File: config.mk
export PLATFORM = sky130hd
export DESIGN_NAME = udp_rx_parser
export DESIGN_NICKNAME = d
export VERILOG_FILES = /design/src/rtl/udp_rx_parser.sv
export SDC_FILE = /design/constraint.sdc
export NUM_CORES = 1
export LEC_CHECK = 0
export ABC_AREA = 1
export CAP_MARGIN = 5
export CORE_UTILIZATION = 30
export CTS_CLUSTER_DIAMETER = 50
export DETAILED_ROUTE_END_ITERATION = 10
export MAX_ROUTING_LAYER = met4
export PLACE_DENSITY_LB_ADDON = 0.2
export SETUP_SLACK_MARGIN = 0.2
export SLEW_MARGIN = 20
export SYNTH_ARGS = -nofsm -noshare
export SYNTH_HDL_FRONTEND = slang
export SYNTH_SLANG_ARGS = --single-unit
File: constraint.sdc
create_clock -name clk -period 3.85 [get_ports clk]
set_input_delay 0.77 -clock clk [delete_from_list [all_inputs] [get_ports clk]]
set_output_delay 0.77 -clock clk [all_outputs]
set_load 0.005 [all_outputs]
File: src/rtl/udp_rx_parser.sv
// udp_rx_parser: GMII receive-side parser for Ethernet II / IPv4 / UDP frames.
// Strips preamble and headers, filters on board MAC/IP/port and streams the
// UDP payload out one byte per clock. Headers are assembled in a byte shift
// register and checked on the byte that completes each field.
//
// state       | meaning
// ------------+---------------------------------------------------------------
// IDLE        | waiting for a fresh gmii_rx_dv rising edge with an 8'h55 byte
// PREAMBLE    | counting the remaining six 8'h55 bytes, then 8'hD5 (SFD)
// ETH_HEAD    | 14-byte MAC header: destination MAC filter, EtherType 0x0800
// IP_HEAD     | IPv4 header incl. options (IHL*4 bytes): protocol/dest IP filter
// UDP_HEAD    | 8-byte UDP header: destination port filter, length sanity
// RX_DATA     | streaming payload bytes out on rec_en/rec_data
// RX_END      | discarding the rest of the frame until gmii_rx_dv drops

module udp_rx_parser #(
   parameter logic [47:0] BOARD_MAC  = 48'h00_11_22_33_44_55,
   parameter logic [31:0] BOARD_IP   = {8'd192, 8'd168, 8'd1, 8'd123},
   parameter logic [15:0] BOARD_PORT = 16'd1234
) (
   input  logic        clk,
   input  logic        rst_n,
   input  logic        gmii_rx_dv,
   input  logic [7:0]  gmii_rxd,
   output logic        rec_en,
   output logic [7:0]  rec_data,
   output logic        rec_pkt_done,
   output logic [15:0] rec_byte_num,
   output logic [47:0] src_mac,
   output logic [31:0] src_ip,
   output logic [15:0] src_port,
   output logic        rx_err
);

   localparam logic [2:0] ST_IDLE     = 3'd0;
   localparam logic [2:0] ST_PREAMBLE = 3'd1;
   localparam logic [2:0] ST_ETH_HEAD = 3'd2;
   localparam logic [2:0] ST_IP_HEAD  = 3'd3;
   localparam logic [2:0] ST_UDP_HEAD = 3'd4;
   localparam logic [2:0] ST_RX_DATA  = 3'd5;
   localparam logic [2:0] ST_RX_END   = 3'd6;

   logic [2:0]  state;
   logic [15:0] cnt;
   logic        dv_d;
   logic [39:0] sh;
   logic [47:0] sh_next;
   logic [47:0] mac_tmp;
   logic [31:0] ip_tmp;
   logic [15:0] port_tmp;
   logic [3:0]  ihl;
   logic [15:0] data_len;
   logic [15:0] ip_last;
   logic        abort;
   logic        hdr_bad;

   // sh_next always holds the last six bytes including the current one, so a
   // field ending on this byte is available without waiting a cycle.
   assign sh_next = {sh, gmii_rxd};
   assign ip_last = {10'd0, ihl, 2'b00} - 16'd1;
   assign abort   = !gmii_rx_dv && (state inside {ST_PREAMBLE, ST_ETH_HEAD, ST_IP_HEAD,
                                                 ST_UDP_HEAD, ST_RX_DATA});

   // Field checks evaluated on the byte that completes each filtered field.
   always_comb begin
      hdr_bad = 1'b0;
      case (state)
         ST_PREAMBLE: hdr_bad = (cnt < 16'd6) ? (gmii_rxd != 8'h55) : (gmii_rxd != 8'hD5);
         ST_ETH_HEAD: begin
            if (cnt == 16'd5)
               hdr_bad = (sh_next != BOARD_MAC) && (sh_next != 48'hFF_FF_FF_FF_FF_FF);
            else if (cnt == 16'd13)
               hdr_bad = (sh_next[15:0] != 16'h0800);
         end
         ST_IP_HEAD: begin
            if (cnt == 16'd0)
               hdr_bad = (gmii_rxd[3:0] < 4'd5);
            else if (cnt == 16'd9)
               hdr_bad = (gmii_rxd != 8'd17);
            else if (cnt == 16'd19)
               hdr_bad = (sh_next[31:0] != BOARD_IP);
         end
         ST_UDP_HEAD: begin
            if (cnt == 16'd3)
               hdr_bad = (sh_next[15:0] != BOARD_PORT);
            else if (cnt == 16'd5)
               hdr_bad = (sh_next[15:0] < 16'd8);
         end
         default: hdr_bad = 1'b0;
      endcase
   end

   // Previous dv; reset to 1 so a frame interrupted by reset is not picked up
   // mid-stream and IDLE only starts on a genuine dv rising edge.
   always_ff @(posedge clk or negedge rst_n) begin
      if (!rst_n) dv_d <= 1'b1;
      else        dv_d <= gmii_rx_dv;
   end

   // Frame FSM, header capture and payload output registers.
   always_ff @(posedge clk or negedge rst_n) begin
      if (!rst_n) begin
         state        <= ST_IDLE;
         cnt          <= 16'd0;
         sh           <= 40'd0;
         mac_tmp      <= 48'd0;
         ip_tmp       <= 32'd0;
         port_tmp     <= 16'd0;
         ihl          <= 4'd0;
         data_len     <= 16'd0;
         rec_en       <= 1'b0;
         rec_data     <= 8'h00;
         rec_pkt_done <= 1'b0;
         rec_byte_num <= 16'd0;
         src_mac      <= 48'd0;
         src_ip       <= 32'd0;
         src_port     <= 16'd0;
         rx_err       <= 1'b0;
      end else begin
         rec_en       <= 1'b0;
         rec_pkt_done <= 1'b0;
         rx_err       <= 1'b0;
         if (gmii_rx_dv) sh <= sh_next[39:0];

         if (abort) begin
            state  <= ST_IDLE;
            cnt    <= 16'd0;
            rx_err <= 1'b1;
         end else if (hdr_bad) begin
            state  <= ST_RX_END;
            cnt    <= 16'd0;
            rx_err <= 1'b1;
         end else begin
            case (state)
               ST_IDLE: begin
                  if (gmii_rx_dv && !dv_d && gmii_rxd == 8'h55) begin
                     state <= ST_PREAMBLE;
                     cnt   <= 16'd0;
                  end
               end
               ST_PREAMBLE: begin
                  if (cnt == 16'd6) begin
                     state <= ST_ETH_HEAD;
                     cnt   <= 16'd0;
                  end else begin
                     cnt <= cnt + 16'd1;
                  end
               end
               ST_ETH_HEAD: begin
                  if (cnt == 16'd11) mac_tmp <= sh_next;
                  if (cnt == 16'd13) begin
                     state <= ST_IP_HEAD;
                     cnt   <= 16'd0;
                  end else begin
                     cnt <= cnt + 16'd1;
                  end
               end
               ST_IP_HEAD: begin
                  if (cnt == 16'd0)  ihl    <= gmii_rxd[3:0];
                  if (cnt == 16'd15) ip_tmp <= sh_next[31:0];
                  if (cnt != 16'd0 && cnt == ip_last) begin
                     state <= ST_UDP_HEAD;
                     cnt   <= 16'd0;
                  end else begin
                     cnt <= cnt + 16'd1;
                  end
               end
               ST_UDP_HEAD: begin
                  if (cnt == 16'd1) port_tmp <= sh_next[15:0];
                  if (cnt == 16'd5) data_len <= sh_next[15:0] - 16'd8;
                  if (cnt == 16'd7) begin
                     cnt <= 16'd0;
                     if (data_len == 16'd0) begin
                        rec_pkt_done <= 1'b1;
                        rec_byte_num <= 16'd0;
                        src_mac      <= mac_tmp;
                        src_ip       <= ip_tmp;
                        src_port     <= port_tmp;
                        state        <= ST_RX_END;
                     end else begin
                        state <= ST_RX_DATA;
                     end
                  end else begin
                     cnt <= cnt + 16'd1;
                  end
               end
               ST_RX_DATA: begin
                  rec_en   <= 1'b1;
                  rec_data <= gmii_rxd;
                  if (cnt == data_len - 16'd1) begin
                     rec_pkt_done <= 1'b1;
                     rec_byte_num <= data_len;
                     src_mac      <= mac_tmp;
                     src_ip       <= ip_tmp;
                     src_port     <= port_tmp;
                     state        <= ST_RX_END;
                     cnt          <= 16'd0;
                  end else begin
                     cnt <= cnt + 16'd1;
                  end
               end
               ST_RX_END: begin
                  if (!gmii_rx_dv) state <= ST_IDLE;
               end
               default: begin
                  state <= ST_IDLE;
                  cnt   <= 16'd0;
               end
            endcase
         end
      end
   end

endmodule

==> results of run 1 <==
## worst register-to-register path: stages (launching register included)
cell and delay [ns]:
dfrtp_1 0.39, inv_1 0.15, ha_1 0.21, nand2_1 0.14
nor2_4 0.20, nand3_1 0.15, nor3_1 0.36, or2_1 0.18
inv_1 0.08, nor2_4 0.44, buf_12 0.37, nand4_1 0.24
nand2_1 0.12
## power by group through the flow
stage               registers [mW]  clock network [mW]  logic [mW]
detailed placement            3.78                   0        2.35
global placement              3.78                   0        2.33
finish                        3.72                3.54        2.33
global route                  3.77                3.77        2.59
CTS                           3.73                3.65        2.36
floorplan                     3.69                   0        1.57
## synthesized netlist by cell type, types with 7 or more instances
| cell type | n | area, µm² |
|---|---|---|
| o21ai_0 | 73 | 365 |
| a21oi_1 | 24 | 120 |
| nand3_1 | 58 | 290 |
| dfrtp_1 | 298 | 7460 |
| ha_1 | 9 | 113 |
| inv_2 | 18 | 67.6 |
| nor3_1 | 22 | 110 |
| nand2_1 | 528 | 1980 |
| inv_1 | 106 | 398 |
| clkbuf_1 | 24 | 90.1 |
| xnor2_1 | 8 | 70.1 |
| nand4_1 | 128 | 801 |
| buf_6 | 18 | 203 |
| buf_2 | 31 | 155 |
| o21ai_1 | 106 | 531 |
| xor2_1 | 23 | 201 |
| nor2_4 | 8 | 90.1 |
| nor2_2 | 7 | 43.8 |
| buf_4 | 10 | 75.1 |
| nor2_1 | 114 | 428 |
## placed cells by master (no fill, tap or decap), drive strengths merged
master,netlist,layout
or2,2,2
nor3,24,24
dfstp,1,1
diode,0,1
dfrtp,298,298
ha,9,9
nor2,129,129
o21bai,2,2
o2111ai,1,1
o31ai,2,2
and2,1,1
a21boi,1,1
nand3b,3,3
xor2,23,23
o21ai,179,179
clkbuf,24,52
clkinv,3,10
o211ai,1,1
clkinvlp,0,2
nand3,63,63
bufinv,0,1
nor4,4,4
xnor2,8,8
nand4,129,129
o21a,1,1
inv,124,129
a31oi,2,2
clkdlybuf4s50,0,131
nand2,533,533
a21oi,24,24
buf,65,33
## worst max-delay path by stage
stage                        endpoint  slack (ns)  cells past startpoint
after floorplan           src_mac[10]        1.37                     16
after global placement     mac_tmp[3]        0.20                     15
after detailed placement   mac_tmp[1]        0.29                     14
after CTS                  src_mac[3]        0.71                     12
after global routing      src_mac[28]        0.52                     12
final                      src_mac[3]        0.76                     12
## flip-flops by register name, summed over array words and instances (netlist names), 3 cells and up
register / cells
ihl: 4
src_ip: 32
sh: 40
rec_byte_num: 16
rec_data: 8
port_tmp: 16
src_port: 16
data_len: 16
mac_tmp: 48
ip_tmp: 32
state: 3
src_mac: 48
cnt: 16
## cell families (layout without fill, tap and decap cells)
kind of cell,after synthesis,count (layout),share of synthesized area [%]
adder cells (fa/ha/maj),9,9,0.804
XOR/XNOR,31,31,1.94
AO/OA/AOI/OAI,213,213,7.78
flip-flops,299,299,53.4
buffers and inverters,216,358,7.78
AND/OR/NAND/NOR,888,888,28.3
other,0,1,0
## metrics by stage
step	utilization, %	total power [mW]	instances	area, µm²	setup WS [ns]
2_1_floorplan	-	5.27	1656	14000	1.37
3_3_place_gp	34.7	6.11	2331	15900	0.196
3_5_place_dp	34.7	6.13	2331	15900	0.292
4_1_cts	37.5	9.73	2398	17100	0.710
5_1_grt	37.5	10.1	2399	17100	0.520
6_report	37.5	9.59	2399	17100	0.760
## per-layer routing
layer	vias up	wire length, µm
li1	5669	-
met1	5625	19900
met2	227	20500
met3	58	1770
met4	0	781
met5	-	0
## layout make-up
class,count,area [µm²],area share [%]
clock buffers,52,1100,6.45
repair buffers,164,1700,9.94
inverters,127,478,2.79
clock inverters,15,148,0.862
well taps,600,751,4.39
diodes,1,2.50,0.0146
flip-flops and latches,299,7480,43.7
multi-input cells,1141,5450,31.8
==> impl_metrics.csv, run 1 <==
group,metric,value,unit
worst_setup_path,crit_buf_inv,3,
global_routing,antenna_found_initial,1,
clocking,cts.path.max_buffers,3,
route,routedWlPerCell,17.9,µm
timing,setup_viol,0,
placed_design,gp_congestion,0.925,
clocking,cts_tree,"yes",
worst_setup_path,worstPathCellList,"inv_1 -> ha_1 -> nand2_1 -> nor2_4 -> nand3_1 -> nor3_1 -> or2_1 -> inv_1 -> nor2_4 -> buf_12 -> nand4_1 -> nand2_1",
floorplan,die_h,218,µm
timing,period_needed,3.09,ns
finish,layout-drive-gt1-share,7.95,%
global_routing,grt_use_met3,3.10,%
clocking,clk_pin_slew,0.06,ns
synthesis,synth_cell_types,41,
synthesis,synth_enable_flop_cells,0,
worst_setup_path,slowest_stage,"nor2_4",
placed_design,dp.final_hpwl,29.9,mm
clocking,htree_levels,2,
worst_setup_path,crit_start,"data_len[0]",
synthesis,ys_async_sr_fraction,100,%
power_and_ir_drop,p_per_area,560,nW/µm²
route,vias,11579,
clocking,hold_buffers,0,
global_routing,grt_max_degree,97,
worst_setup_path,r2r_cells,12,
global_routing,grt_pass1_vias,11677,
synthesis,ys.flop_type,"dfrtp_1",
power_and_ir_drop,vdd_drop_max,0.426,mV
finish,syn_to_final_growth,22.2,%
global_routing,grt_busiest_layer,"met2",
power_and_ir_drop,pwr-share-comb,24.2,%
power_and_ir_drop,p_sw,3.26,mW
floorplan,start_util,30.7,%
global_routing,gr-usage-met2,30.6,%
worst_setup_path,cp_max_fo,72,
clocking,cts-buffers-inserted,38,
worst_setup_path,reg2reg_slack,0.76,ns
worst_setup_path,r2r_start,"data_len[0]",
route,drt-initial-drc-count,708,
power_and_ir_drop,seqPwrFrac,38.8,%
power_and_ir_drop,internal_power,6.33,mW
timing,report.final.hold_viol_count,0,
floorplan,die-area,47500,µm²
timing,min_period_over_period,80.3,%
synthesis,synthesis.area,14000,µm²
timing,fin_worst_skew,0.0250,ns
min_path,hold_class,"in -> async",
worst_setup_path,worstPathRequired,4.34,ns
timing,slew_headroom,47.0,%
synthesis,syn_inst,1656,
clocking,cts_setup_buffers,0,
worst_setup_path,arrival,3.58,ns
global_routing,met1_usage,25.1,%
global_routing,grt_pass1_wl,68.7,mm
power_and_ir_drop,p_leak,8.01,nW
worst_setup_path,start_kind,"flip-flop",
route,wl,42.9,mm
clocking,clkLatencyLatePin,0.56,ns
clocking,cts.sinks,299,
worst_setup_path,r2r_end,"src_mac[3]",
run,drv_cap,0,
placed_design,io_buffer_count,133,
power_and_ir_drop,switching_share,34.0,%
floorplan,num_rows,78,
timing,fmax,324,MHz
worst_setup_path,end_kind,"flip-flop",
worst_setup_path,crit_family,"simple AND/OR/NAND/NOR gates",
route,drt_pre_antenna_iters,5,
global_routing,gr-usage-all-layers,19.0,%
power_and_ir_drop,p_clk_share,36.9,%
synthesis,ys_seq_elements,299,
route,ant_nets,0,
timing,worst_hold_slack,0.248,ns
global_routing,overflow,0,
route,via_per_inst,4.83,
finish,final_net_count,1791,
timing,fin_tns_setup,0,ns
floorplan,die_x,218,µm
synthesis,syn_avg_cell_area,8.46,µm²
timing,tightest_slew,0.795,ns
clocking,cts_resized,0,
synthesis,ys_seq_area_share,53.4,%
worst_setup_path,critPathKind,"reg -> reg",
route,drc_errors,0,
timing,rsz0062_at_grt,"no",
floorplan,core,45700,µm²
timing,slew_viol_final,0,
outcome,status,"completed",
floorplan,num_io_pins,134,
finish,fillers,4710,
synthesis,syn_nets,1676,
worst_setup_path,critPathMaxStageDelay,0.44,ns
clocking,root_buffer,"clkbuf_16",
synthesis,yosys_warnings,0,
(Power assumes the default switching activity.)
==> inputs of run 2 (changes only) <==
Clock period 3.85 ns to 2.5 ns, I/O delays scaled along.
==> run 2 against run 1 <==
The run now ends with negative setup slack left. Clock power increased by 67%. Count of clock-buffer cells in the layout increased by 2. Critical path depth increased by 8. Design area increased by 24%. Sequential share of layout area decreased by 8.5 points. Register-to-register slack got worse by 0.85 ns. Highest routed layer unchanged.
==> impl_metrics.csv, run 2 (synthesis gave the netlist of run 1 again) <==
group,metric,value,unit
global_routing,antenna_found_initial,2,
floorplan,die_x,218,µm
power_and_ir_drop,p_clk_share,34.2,%
clocking,htree_levels,2,
finish,fillers,4381,
power_and_ir_drop,pwr-share-comb,32.6,%
worst_setup_path,end_kind,"flip-flop",
timing,tightest_slew,0.734,ns
timing,report.final.hold_viol_count,0,
route,wl,50.7,mm
finish,final_common_cell,"nand2_1",
placed_design,dp.final_hpwl,31.8,mm
placed_design,io_buffer_count,133,
power_and_ir_drop,vdd_drop_max,0.455,mV
placed_design,place_inst,2462,
route,drt_pre_antenna_iters,7,
worst_setup_path,worstPathCellList,"inv_2 -> ha_4 -> nand2_4 -> nor2_4 -> nand2_1 -> nand2_2 -> nand2_2 -> nand2_1 -> nand2_1 -> nor2_2 -> nand2_2 -> nor2_4 -> nor2_2 -> nor2_4 -> buf_12 -> nand3_4 -> buf_12 -> buf_12 -> nand2_1 -> nand2_1",
clocking,clk_pin_slew,0.05,ns
worst_setup_path,critPathMaxStageDelay,0.39,ns
power_and_ir_drop,p_leak,10.1,nW
global_routing,grt_pass1_wl,75.7,mm
floorplan,die-area,47500,µm²
finish,multiInputGateArea,6380,µm²
min_path,hold_class,"in -> reg",
floorplan,start_util,30.7,%
worst_setup_path,critPathKind,"reg -> reg",
timing,min_period_over_period,104,%
floorplan,num_rows,78,
clocking,cts.sinks,299,
route,routedWlPerCell,19.2,µm
route,ant_nets,0,
worst_setup_path,r2r_start,"data_len[1]",
worst_setup_path,cpMostUsedCell,"nand2_1",
min_path,hp-start,"gmii_rx_dv",
clocking,root_buffer,"clkbuf_16",
power_and_ir_drop,switching_share,32.9,%
finish,final_net_count,2033,
timing,slew_viol_final,0,
placed_design,gp_congestion,0.921,
floorplan,num_io_pins,134,
worst_setup_path,arrival,3.03,ns
power_and_ir_drop,p_sw,5.69,mW
worst_setup_path,worstPathRequired,2.93,ns
timing,slew_headroom,51.1,%
finish,layout-drive-gt1-share,29.7,%
route,vias,13004,
power_and_ir_drop,p_per_area,813,nW/µm²
clocking,clkLatencyLatePin,0.58,ns
run,drv_cap,0,
route,drc_errors,0,
worst_setup_path,r2r_cells,20,
placed_design,place_ws,-0.506,ns
timing,fin_ws,-0.0926,ns
route,drt-initial-drc-count,884,
finish,reg_top3,"mac_tmp x48, src_mac x48, sh x40",
timing,fmax,386,MHz
finish,final_cell_area,21300,µm²
floorplan,die_h,218,µm
global_routing,overflow,0,
timing,fin_worst_skew,0.0390,ns
global_routing,grt_max_degree,80,
clocking,cts-buffers-inserted,39,
timing,rsz0062_at_grt,"yes",
placed_design,dpl_cell_area,17000,µm²
timing,period_needed,2.59,ns
worst_setup_path,reg2reg_slack,-0.09,ns
worst_setup_path,cp_max_fo,23,
clocking,cts.path.max_buffers,3,
finish,most-common-layout-cells,"435 x nand2_1, 290 x dfrtp_1, 164 x buf_4",
timing,setup_viol,128,
outcome,violations,"negative setup slack",
worst_setup_path,r2r_end,"rec_byte_num[1]",
floorplan,core,45700,µm²
global_routing,gr-usage-all-layers,21.4,%
outcome,status,"finished, violations left",
power_and_ir_drop,seqPwrFrac,33.2,%
worst_setup_path,start_kind,"flip-flop",
route,via_per_inst,4.91,
finish,final_cells,2646,
finish,syn_to_final_growth,52.0,%
min_path,hold_end,"sh[7]",
finish,seq_area,7490,µm²
clocking,cts_tree,"yes",
min_path,hold_path_depth,3,
power_and_ir_drop,internal_power,11.6,mW
global_routing,grt_pass1_vias,12732,
worst_setup_path,slowest_stage,"dfrtp_1",
[run 2: changes by cell type in the layout (fill, tap and decap cells not counted), moves of 28 or more]
cell     delta
buf_4     +144
nand2_1    -93
o21ai_2    +70
nand2_2    +58
o21ai_1    -55
nand2_4    +32
buf_12     +28
[run 2: area by class of cell]
| cell class | instances | share of cell area [%] |
|---|---|---|
| inverters | 127 | 2.30 |
| clock inverters | 18 | 1.32 |
| multi-input cells | 1141 | 30.0 |
| repair buffers | 404 | 22.5 |
| well taps | 600 | 3.53 |
| diodes | 2 | 0.0235 |
| flip-flops and latches | 299 | 35.2 |
| clock buffers | 54 | 5.13 |
| repair inverters | 1 | 0.0353 |
[run 2: how the worst max path moves through the flow]
stage	from	endpoint	slack, ns	cells after the start
after CTS	data_len[4]	src_ip[24]	-0.08	17
after floorplan	data_len[0]	src_mac[10]	0.21	19
after detailed placement	gmii_rxd[0]	ip_tmp[11]	-0.51	17
after global placement	gmii_rxd[2]	ip_tmp[2]	-0.51	16
final	data_len[1]	rec_byte_num[1]	-0.09	20
after global routing	data_len[1]	src_mac[25]	-0.31	20
[run 2: per-layer routing]
| layer | global-route usage, % | wire length [µm] | part of all wire, % |
|---|---|---|---|
| met2 | 34.4 | 24900 | 49 |
| met1 | 27.3 | 22100 | 44 |
| met4 | 6.97 | 1360 | 2.7 |
| met3 | 3.42 | 2390 | 4.7 |
| met5 | - | 0 | 0 |
[run 2: timing repair]
action / 4_1_cts / 5_1_grt
gates resized for setup: 156 / 218
hold buffers: 1 / 0
setup endpoints to repair: 227 / 248
endpoints found under the hold margin: 58 / 0
gates cloned: 24 / 23
setup buffers: 37 / 25
pin swaps: 50 / 40
[run 2: through the flow]
step / setup TNS, ns / total power, mW / hold slack, ns / utilization, %
final: -5.17 / 17.3 / 0.444 / 46.6
after global routing: -39.65 / 18.1 / 0.461 / 46.6
after CTS: -4.75 / 16.9 / 0.446 / 43.5
after detailed placement: -107.43 / 10.0 / 0.459 / 37.2
after global placement: -107.56 / 10.0 / 0.458 / 37.2
after floorplan: 0 / 8.11 / 0.204 / -
[run 2: power groups by stage]
| stage | Clock (mW) | Combinational [mW] | Sequential (mW) |
|---|---|---|---|
| 6_report | 5.92 | 5.64 | 5.75 |
| 3_5_place_dp | 0 | 4.25 | 5.78 |
| 5_1_grt | 6.23 | 6.08 | 5.80 |
| 4_1_cts | 6.04 | 5.11 | 5.71 |
| 3_3_place_gp | 0 | 4.24 | 5.77 |
| 2_1_floorplan | 0 | 2.42 | 5.69 |
[run 2: critical path: cells and delay by family (launching register included)]
family,cells,cell delay [ns]
fa+ha+maj,1,0.16
buf+inv,4,0.54
simple gates,15,1.32
flops,1,0.39
==> patch, RTL diff (flow settings as in run 2) <==
The parameter `BOARD_MAC` goes from 48'h00_11_22_33_44_55 to 48'h001000000000.
--- a/src/rtl/udp_rx_parser.sv
+++ b/src/rtl/udp_rx_parser.sv
@@ -16,3 +16,3 @@
 module udp_rx_parser #(
-   parameter logic [47:0] BOARD_MAC  = 48'h00_11_22_33_44_55,
+   parameter logic [47:0] BOARD_MAC  = 48'h001000000000,
    parameter logic [31:0] BOARD_IP   = {8'd192, 8'd168, 8'd1, 8'd123},
Check against the original RTL: not settled (the Yosys comparison gave no result); the edit may change what the design does.
==> patch against run 2 <==
  * The run still ends with negative setup slack left
  * Routed wire length up 1.3%
  * Combinational power is 7.3% higher
  * Design area grew 4.4%
  * Hold slack worse by 0.073 ns
  * Critical path depth down 2
  * Total power is 3.4% higher
  * Sequential cell count is the same
  * Worst setup slack lost 0.0065 ns
  * Area after synthesis down 0.32%
  * First-iteration DRC count is 5.3% lower
  * Via count rose by 1.7%
==> patch: results <==
export IMPL_run_status="finished with violations"
export IMPL_violations="negative setup slack"
export IMPL_worst_vdd_ir_mv=0.612
export IMPL_pwr_group_clock_mw=5.99
export IMPL_worst_r2r_path_depth=18
export IMPL_hpwl_um=30600
export IMPL_synth_area_top_cells="sky130_fd_sc_hd__dfrtp_1, sky130_fd_sc_hd__nand2_1, sky130_fd_sc_hd__nand4_1, sky130_fd_sc_hd__o21ai_0, sky130_fd_sc_hd__nor2_1"
export IMPL_gpl_final_weighted_congestion=0.879
export IMPL_insertion_delay_ns=0.56
export IMPL_timing_rr_end="mac_tmp[37]"
export IMPL_slew_headroom=0.521
export IMPL_power_sequential_total_mw=5.85
export IMPL_whs_endpoint="data_len[2]"
export IMPL_final_cycle_utilization_of_the_critical_path=1.04
export IMPL_grt_max_degree=80
export IMPL_cp_arrival_ns=3.04
export IMPL_h_tree_depth=2
export IMPL_fin_skew_ns=0.0287
export IMPL_finalSetupViolations=181
export IMPL_r2r_start="sh[6]"
export IMPL_power_net_switching_mw=6.00
export IMPL_drt_pass1_iterations=4
export IMPL_antenna_found_initial=4
export IMPL_fin_nets=2074
export IMPL_grt_pass1_vias=13100
export IMPL_timing_critical_path_slowest_stage_cell="sky130_fd_sc_hd__dfrtp_2"
export IMPL_synth_yosys_seq_area_share=0.536
export IMPL_detail_route_iter0_violations=837
export IMPL_yosys_top_cells_count="sky130_fd_sc_hd__nand2_1, sky130_fd_sc_hd__dfrtp_1, sky130_fd_sc_hd__nand4_1"
export IMPL_holdPathStages=4
export IMPL_total_clock_buffers_created_by_cts=40
export IMPL_final_setup_worst_slack_ns=-0.0991
export IMPL_finalSetupTns_ns=-6.07
export IMPL_critical_path_class="flop to flop"
export IMPL_globalRouteTotalUtil=0.216
export IMPL_vias_per_cell=4.92
export IMPL_route_detailed_drc=0
export IMPL_grt_first_pass_wirelength_um=76200
export IMPL_drt_total_wl_um=51400
export IMPL_synth_fp_nets=1705
export IMPL_critical_path_max_stage_delay_ns=0.44
export IMPL_worstHoldStart="gmii_rxd[2]"
export IMPL_power_leakage_nw=10.5
export IMPL_final_layout_size_suffix_gt1_frac=0.344
export IMPL_largest_registers="mac_tmp (48), src_mac (48), sh (40)"
export IMPL_timing_critical_path_fanout_max=4
export IMPL_fin_hold_ws_ns=0.372
export IMPL_yosysUniqueCellTypes=39
-- patch: stage by stage --
stage | util | worst slack, ns | std cells | cell area [sq um] | power [mW]
2_1_floorplan | - | 0.245 | 1685 | 14000 | 8.00
3_3_place_gp | 0.374 | -0.560 | 2493 | 17100 | 10.1
3_5_place_dp | 0.374 | -0.608 | 2493 | 17100 | 10.1
4_1_cts | 0.448 | -0.0829 | 2642 | 20500 | 16.9
5_1_grt | 0.486 | -0.220 | 2688 | 22200 | 18.7
6_report | 0.486 | -0.0991 | 2688 | 22200 | 17.9
-- patch: cell families (layout without fill, tap and decap cells) --
family | count (synthesis) | count (layout) | synth area share
compound gates | 191 | 191 | 0.0698
xor+xnor | 29 | 29 | 0.0182
fa+ha+maj | 9 | 9 | 0.00807
buf+inv | 218 | 617 | 0.0729
flops | 299 | 299 | 0.536
other cells | 0 | 4 | 0
simple gates | 939 | 939 | 0.295
-- patch: repair_timing --
action | CTS | global route
endpoints found under the setup margin | 248 | 249
gates resized for setup | 253 | 332
endpoints found under the hold margin | 55 | 0
setup buffers | 43 | 28
gates cloned | 33 | 14
pin swaps | 16 | 59
hold buffers | 1 | 0
-- patch: area by class of cell --
class | instances | area, sq um
Fill cell | 4245 | 23500
Sequential cell | 299 | 7490
Multi-Input combinational cell | 1168 | 7000
Timing Repair Buffer | 419 | 5080
Clock buffer | 54 | 1150
Tap cell | 600 | 751
Inverter | 126 | 488
Clock inverter | 18 | 249
Antenna cell | 4 | 10.0
-- patch: routing by layer --
| layer | up-vias | wire length (um) | track usage |
|---|---|---|---|
| li1 | 6281 | - | - |
| met1 | 6451 | 23000 | 0.294 |
| met2 | 392 | 23700 | 0.316 |
| met3 | 106 | 3290 | 0.0481 |
| met4 | 0 | 1390 | 0.0681 |
| met5 | - | 0 | - |
